## src/rtl/mmd_pkg.sv

```systemverilog
// Shared types, default parameters and helper arithmetic for the multi-modulus divider.
package mmd_pkg;

  typedef enum logic {
    IDLE = 1'b0,
    RUN  = 1'b1
  } state_e;

  localparam int unsigned MMD_W         = 8;
  localparam int unsigned MMD_MIN_DIV   = 4;
  localparam int unsigned MMD_DEF_RATIO = 16;
  localparam int unsigned MMD_WIN_LOG2  = 4;

  function automatic logic [31:0] clamp_ratio(input logic [31:0] ratio,
                                              input logic [31:0] min_div);
    return (ratio < min_div) ? min_div : ratio;
  endfunction

  function automatic logic [31:0] ceil_half(input logic [31:0] n);
    return (n >> 1) + {31'd0, n[0]};
  endfunction

endpackage

```

## src/rtl/mmd_ratio_window.sv

```systemverilog
// Sums period ratios over 2^WIN_LOG2 periods and strobes the total for one cycle.
module mmd_ratio_window
  import mmd_pkg::*;
#(
  parameter int unsigned W        = MMD_W,
  parameter int unsigned WIN_LOG2 = MMD_WIN_LOG2
) (
  input  logic                  i_clk,
  input  logic                  i_rst_n,
  input  logic                  i_clear,
  input  logic                  i_add,
  input  logic [W-1:0]          i_ratio,
  output logic [W+WIN_LOG2-1:0] o_sum,
  output logic                  o_sum_valid
);

  localparam int unsigned SW = W + WIN_LOG2;

  logic [SW-1:0]       r_acc;
  logic [WIN_LOG2-1:0] r_win_cnt;
  logic [SW-1:0]       r_sum;
  logic                r_sum_valid;
  logic [SW-1:0]       w_acc_nxt;
  logic                w_last;

  assign w_acc_nxt = r_acc + SW'(i_ratio);
  assign w_last    = (r_win_cnt == '1);

  always_ff @(posedge i_clk) begin
    if (!i_rst_n || i_clear) begin
      r_acc       <= '0;
      r_win_cnt   <= '0;
      r_sum       <= '0;
      r_sum_valid <= 1'b0;
    end else begin
      r_sum_valid <= 1'b0;
      if (i_add) begin
        if (w_last) begin
          r_sum       <= w_acc_nxt;
          r_sum_valid <= 1'b1;
          r_acc       <= '0;
          r_win_cnt   <= '0;
        end else begin
          r_acc     <= w_acc_nxt;
          r_win_cnt <= r_win_cnt + WIN_LOG2'(1);
        end
      end
    end
  end

  assign o_sum       = r_sum;
  assign o_sum_valid = r_sum_valid;

endmodule

```

## src/rtl/mmd_ratio_counter.sv

```systemverilog
// Multi-modulus divider counter fed per period by the MASH ratio handshake,
// producing the divided pulse/clock and a windowed ratio sum.
module mmd_ratio_counter
  import mmd_pkg::*;
#(
  parameter int unsigned W         = MMD_W,
  parameter int unsigned MIN_DIV   = MMD_MIN_DIV,
  parameter int unsigned DEF_RATIO = MMD_DEF_RATIO,
  parameter int unsigned WIN_LOG2  = MMD_WIN_LOG2
) (
  input  logic                  i_clk,
  input  logic                  i_rst_n,
  input  logic                  i_en,
  input  logic [W-1:0]          i_ratio,
  input  logic                  i_ratio_valid,
  input  logic                  i_clr_flags,
  output logic                  o_ratio_req,
  output logic                  o_div_pulse,
  output logic                  o_div_clk,
  output logic [W+WIN_LOG2-1:0] o_sum,
  output logic                  o_sum_valid,
  output logic                  o_underrun,
  output logic                  o_clamp
);

  state_e       r_state;
  state_e       w_state_nxt;
  logic [W-1:0] r_cur_ratio;
  logic [W-1:0] r_cnt;
  logic [W-1:0] r_pend_ratio;
  logic         r_pend_vld;
  logic         r_req_out;
  logic         r_div_pulse;
  logic         r_ratio_req;
  logic         r_div_clk;
  logic         r_underrun;
  logic         r_clamp;

  logic [W-1:0] w_cap_ratio;
  logic         w_cap_small;
  logic         w_take;
  logic         w_start;
  logic [W-1:0] w_next_ratio;
  logic [W-1:0] w_ratio_eff;
  logic [W-1:0] w_cnt_nxt;
  logic         w_set_underrun;
  logic         w_set_clamp;
  logic         w_div_clk_nxt;

  assign w_cap_ratio = W'(clamp_ratio(32'(i_ratio), 32'(MIN_DIV)));
  assign w_cap_small = (32'(i_ratio) < 32'(MIN_DIV));
  // A ratio is only accepted while a request is outstanding and the divider keeps running.
  assign w_take      = i_ratio_valid & r_req_out & i_en & (r_state == RUN);
  assign w_set_clamp = w_take & w_cap_small;

  always_comb begin
    w_state_nxt    = r_state;
    w_start        = 1'b0;
    w_next_ratio   = r_cur_ratio;
    w_set_underrun = 1'b0;
    case (r_state)
      IDLE: begin
        if (i_en) begin
          w_state_nxt = RUN;
          w_start     = 1'b1;
        end
      end
      RUN: begin
        if (!i_en) begin
          w_state_nxt = IDLE;
        end else if (r_cnt == '0) begin
          w_start = 1'b1;
        end
      end
      default: w_state_nxt = IDLE;
    endcase

    if (w_start) begin
      if (w_take) begin
        w_next_ratio = w_cap_ratio;
      end else if (r_pend_vld) begin
        w_next_ratio = r_pend_ratio;
      end else begin
        w_set_underrun = (r_state == RUN);
      end
    end

    w_ratio_eff = w_start ? w_next_ratio : r_cur_ratio;
    w_cnt_nxt   = w_start ? (w_next_ratio - W'(1)) : (r_cnt - W'(1));
    // Period index counts up as cnt counts down: index = N-1-cnt.
    w_div_clk_nxt = (w_state_nxt == RUN) &&
                    ((32'(w_ratio_eff) - 32'(w_cnt_nxt) - 32'd1) < ceil_half(32'(w_ratio_eff)));
  end

  always_ff @(posedge i_clk) begin
    if (!i_rst_n) begin
      r_state      <= IDLE;
      r_cur_ratio  <= W'(DEF_RATIO);
      r_cnt        <= '0;
      r_pend_ratio <= '0;
      r_pend_vld   <= 1'b0;
      r_req_out    <= 1'b0;
      r_div_pulse  <= 1'b0;
      r_ratio_req  <= 1'b0;
      r_div_clk    <= 1'b0;
      r_underrun   <= 1'b0;
      r_clamp      <= 1'b0;
    end else begin
      r_state     <= w_state_nxt;
      r_div_pulse <= w_start;
      r_ratio_req <= w_start;
      r_div_clk   <= w_div_clk_nxt;
      if (w_start) begin
        r_cnt       <= w_cnt_nxt;
        r_cur_ratio <= w_next_ratio;
        r_req_out   <= 1'b1;
        r_pend_vld  <= 1'b0;
      end else if (w_state_nxt == RUN) begin
        r_cnt <= w_cnt_nxt;
        if (w_take) begin
          r_pend_ratio <= w_cap_ratio;
          r_pend_vld   <= 1'b1;
          r_req_out    <= 1'b0;
        end
      end else begin
        r_cnt      <= '0;
        r_req_out  <= 1'b0;
        r_pend_vld <= 1'b0;
      end
      r_underrun <= w_set_underrun | (r_underrun & ~i_clr_flags);
      r_clamp    <= w_set_clamp | (r_clamp & ~i_clr_flags);
    end
  end

  mmd_ratio_window #(
    .W        (W),
    .WIN_LOG2 (WIN_LOG2)
  ) u_window (
    .i_clk       (i_clk),
    .i_rst_n     (i_rst_n),
    .i_clear     (~i_en),
    .i_add       (w_start),
    .i_ratio     (w_next_ratio),
    .o_sum       (o_sum),
    .o_sum_valid (o_sum_valid)
  );

  assign o_ratio_req = r_ratio_req;
  assign o_div_pulse = r_div_pulse;
  assign o_div_clk   = r_div_clk;
  assign o_underrun  = r_underrun;
  assign o_clamp     = r_clamp;

endmodule

```

## config.mk

```make
export PLATFORM = sky130hd
export DESIGN_NAME = mmd_ratio_counter
export DESIGN_NICKNAME = d
export VERILOG_FILES = /design/src/rtl/mmd_pkg.sv /design/src/rtl/mmd_ratio_window.sv /design/src/rtl/mmd_ratio_counter.sv
export SDC_FILE = /design/constraint.sdc
export NUM_CORES = 1
export LEC_CHECK = 0
export BUFFER_PORTS_ARGS = -buffer_cell sky130_fd_sc_hd__buf_2
export CORE_MARGIN = 1
export CORE_UTILIZATION = 65
export DETAILED_ROUTE_END_ITERATION = 8
export PLACE_DENSITY = 0.93
export RECOVER_POWER = 25
export SLEW_MARGIN = 0
export SYNTH_ARGS = -nofsm -noshare
export SYNTH_HDL_FRONTEND = slang
export SYNTH_SLANG_ARGS = --single-unit
```

## constraint.sdc

```tcl
create_clock -name i_clk -period 7.15 [get_ports i_clk]
set_input_delay 0 -clock i_clk [delete_from_list [all_inputs] [get_ports i_clk]]
set_output_delay 0 -clock i_clk [all_outputs]
set_load 0.05 [all_outputs]
```

==> results.md <==
* Total congestion overflow at 0
* Netlist cell types at 65
* CTS tree: built
* Global-route wire length before repair at roughly 16 mm
* Leakage at between 1.5 and 2 nW
* Clk sinks at 60
* HP Class: input pin to flop
* Most common cell in the netlist: dfxtp_1
* Layout Nets at 550
* Clock Pin Slew Worst Setup and Hold Paths at 60 ps
* CTS root buf: clkbuf_8
* Met1 GRT Util at 0.3953
* Slew headroom at 0.3711
* Clk_lat worst skew at 340 ps
* ANT cells at 0
* CP startpoint kind: flop
* Slowest-stage cell, CP: or4_1
* Placer Congestion at slightly below 1
* Clock buffer depth at 2
* CP required at between 7000 and 8000 ps
* Mapped Avg Cell Area at 8.372 um^2
* WL/cell at 17.05 um
* FF-to-FF setup slack at 1450 ps
* Detail Placement HPWL at 7.143 mm
* Met2 usage at 0.5508
* CP most frequent cell: ha_1
* Chip Width at approximately 80 um
* Slowest stage delay, CP at 650 ps
* Critical Path Fanout Max at 37
* WHS at between 30 and 40 ps
* Fin. max-slew vios at 0
* Top cell type by total area after synthesis: dfxtp_1
* DR pass1 iterations at 5
* GRT Util Overall at 0.3320
* Post-synth top cells: dfxtp_1 (60), nand2_1 (49), nor2_1 (40)
* Die Ht at slightly above 80 um
* Row count at 28
* Synthesized net count at 522
* Post-route ant nets at 0
* Die area at 6488 um^2
* Layout area overhead at 8.487%
* Cell count after placement at roughly 560
* H-Tree Depth at 3
* Yosys Warn Count at 0
* Final wirelength at about 10 mm
* Ranking of synthesized cells by area: dfxtp_1 (30%), ha_1 (8.7%), nand2_1 (4.6%)
* Top Ports at 31
* Postcts setup bufs at 0
* Status: completed
* Max cap viols at 0
* CP Capture Type: flop
* CP top delay family: compound AO/OA/AOI/OAI gates
* Fin util at 0.7348
* Actual slew at the worst max-slew pin at 943.3 ps
* Largest vdd supply drop at 0.1853 mV
* Port Buffer Count at 30
* Largest net degree at the start of global routing at 38
* DRC at 0
* Number of synthesized flops with an enable pin at 0
* Final setup viols at 0
* Number of antenna violations at the first check in global routing at 0
* Arrival time at the worst endpoint at 5950 ps
* Pwr/cell area at between 150 and 200 nW/um^2
* Top Usage Layer GRT: met2
* Crit path from: r_cnt[3]$_SDFF_PN0_
* Core Area at 5921 um^2
* Number of global-route vias before repair at around 3500
* Initial Utilization at 0.6773
* Hold Crit Start: i_ratio[0]
* Final worst-path cycle share at 0.7970
* RSZ-0062 raised after global routing: no
* Routed vias at around 3700
* Ys async rst share at 0
* Worst-path cell chain: or4_1 > o21ai_2 > nand2_8 > a21oi_1 > ha_1 > inv_1 > or3_1 > a32oi_1 > mux2i_1 > o21ai_0 > ha_1 > o2111a_1 > a211oi_1 > xnor2_1 > nand3b_1 > xor2_1 > ha_1 > nor3_1 > o31ai_1 > a311oi_1
* Layout cell share with drive strength beyond 1 at 0.08415
* Flops & latches, synth at 60
* Buf/Inv on CP at 1
* Post-Layout Cell Count at around 590
* Min cycle time layout at 5699 ps
* Worst flop-to-flop path startpoint: r_cnt[3]$_SDFF_PN0_
* Met3 usage at 0.09091
* CP Class: flop to flop
* 1st-iter DRT viols at around 270
* Mapped cell area at 4010 um^2
* Post-Syn Instances at 479
* Worst clock skew at roughly 6.7 ps
* Post-synth top flop: dfxtp_1
* Sequential share of the synthesized area at 0.2995
* Vias per inst at approximately 6.4
* Final setup TNS at 0 ps
* Area share of the largest cell type after synthesis at 0.2995
* CTS Buf Count at 9
* Achievable Freq at around 180 MHz
* Final hold vios at 0
state kept, by name, summed over array words and instances (netlist names), 4 cells and up:
register / cells
r_cnt: 8
u_window.r_acc: 12
r_pend_ratio: 8
u_window.o_sum: 12
r_cur_ratio: 8
u_window.r_win_cnt: 4
path summary, 6_finish.rpt:
kind / endpoint / depth (start not counted)
hold reg to reg: u_window.r_acc[0]$_SDFFE_PP0N_ / 2
setup reg to reg: o_div_clk$_SDFF_PN0_ / 20
hold / removal: r_pend_ratio[0]$_SDFFE_PN0P_ / 4
setup / recovery: o_div_clk$_SDFF_PN0_ / 20
cell type report:
type                    instances  area [um^2]
multi-input cells             382         2618
clock inverters                 4        25.02
fillers                       417         1570
flip-flops and latches         60         1201
well taps                      75        93.84
repair buffers                 38        201.4
clock buffers                  11        151.4
inverters                      16        60.06
repair_timing:
item,in CTS,in global routing
hold buffers,7,0
resized for setup,0,0
endpoints found under the setup margin,0,0
endpoints found under the hold margin,8,0
cells in the final DEF (no fill, tap or decap), drive strengths merged, types with 5 or more instances in the layout:
cell and count:
buf 12, clkbuf 30, dfxtp 60, o21ai 24, xnor2 20, mux2i 10
a211oi 8, a22o 11, inv 16, a21oi 35, nand2 51, nand3 15
a21boi 5, ha 28, nor3 15, xor2 18, a21o 9, or3 9
nor2 40, dlygate4sd3 7, and2 11
metrics by stage:
step	setup WS [ps]	total power, W	cell area (um^2)
2_1_floorplan	2399	0.0004980	4010
3_3_place_gp	1842	0.0005212	4130
3_5_place_dp	1565	0.0005294	4130
4_1_cts	1552	0.0008028	4377
5_1_grt	1032	0.0008460	4350
6_report	1451	0.0008029	4350
worst register-to-register path, cell delays in order, from the launching register on:
cell and delay (ps):
dfxtp_1 340, or4_1 650, o21ai_2 600, nand2_8 280, a21oi_1 320, ha_1 250, inv_1 100, or3_1 310
a32oi_1 180, mux2i_1 100, o21ai_0 290, ha_1 340, o2111a_1 160, a211oi_1 380, xnor2_1 210, nand3b_1 220
xor2_1 170, ha_1 200, nor3_1 190, o31ai_1 110, a311oi_1 230
where the power goes:
part	switching [W]	leakage (nW)	internal (W)
registers	0.00000570	0.486	0.000341
clock network	0.000133	0.0872	0.000141
logic	0.000109	1.23	0.0000735
layer usage:
metal  share of wire  wire, um  vias to the layer above
met5               0         0                        -
met4           0.024       244                        0
met3           0.074       738                       29
met2            0.47      4746                      175
met1            0.43      4265                     1739
li1                -         -                     1794
kinds of logic (layout without fill, tap and decap cells):
| kind of cell | after synthesis | count (layout) | share of synthesized area |
|---|---|---|---|
| DFF | 60 | 60 | 0.2995 |
| buffers and inverters | 37 | 69 | 0.04774 |
| adders and majority gates | 30 | 30 | 0.09735 |
| muxes | 13 | 13 | 0.03432 |
| and+or+nand+nor | 173 | 173 | 0.2209 |
| AOI/OAI and AO/OA | 128 | 128 | 0.2172 |
| xor gates and xnor gates | 38 | 38 | 0.08300 |
No activity file was read; power rests on OpenSTA's default activity.
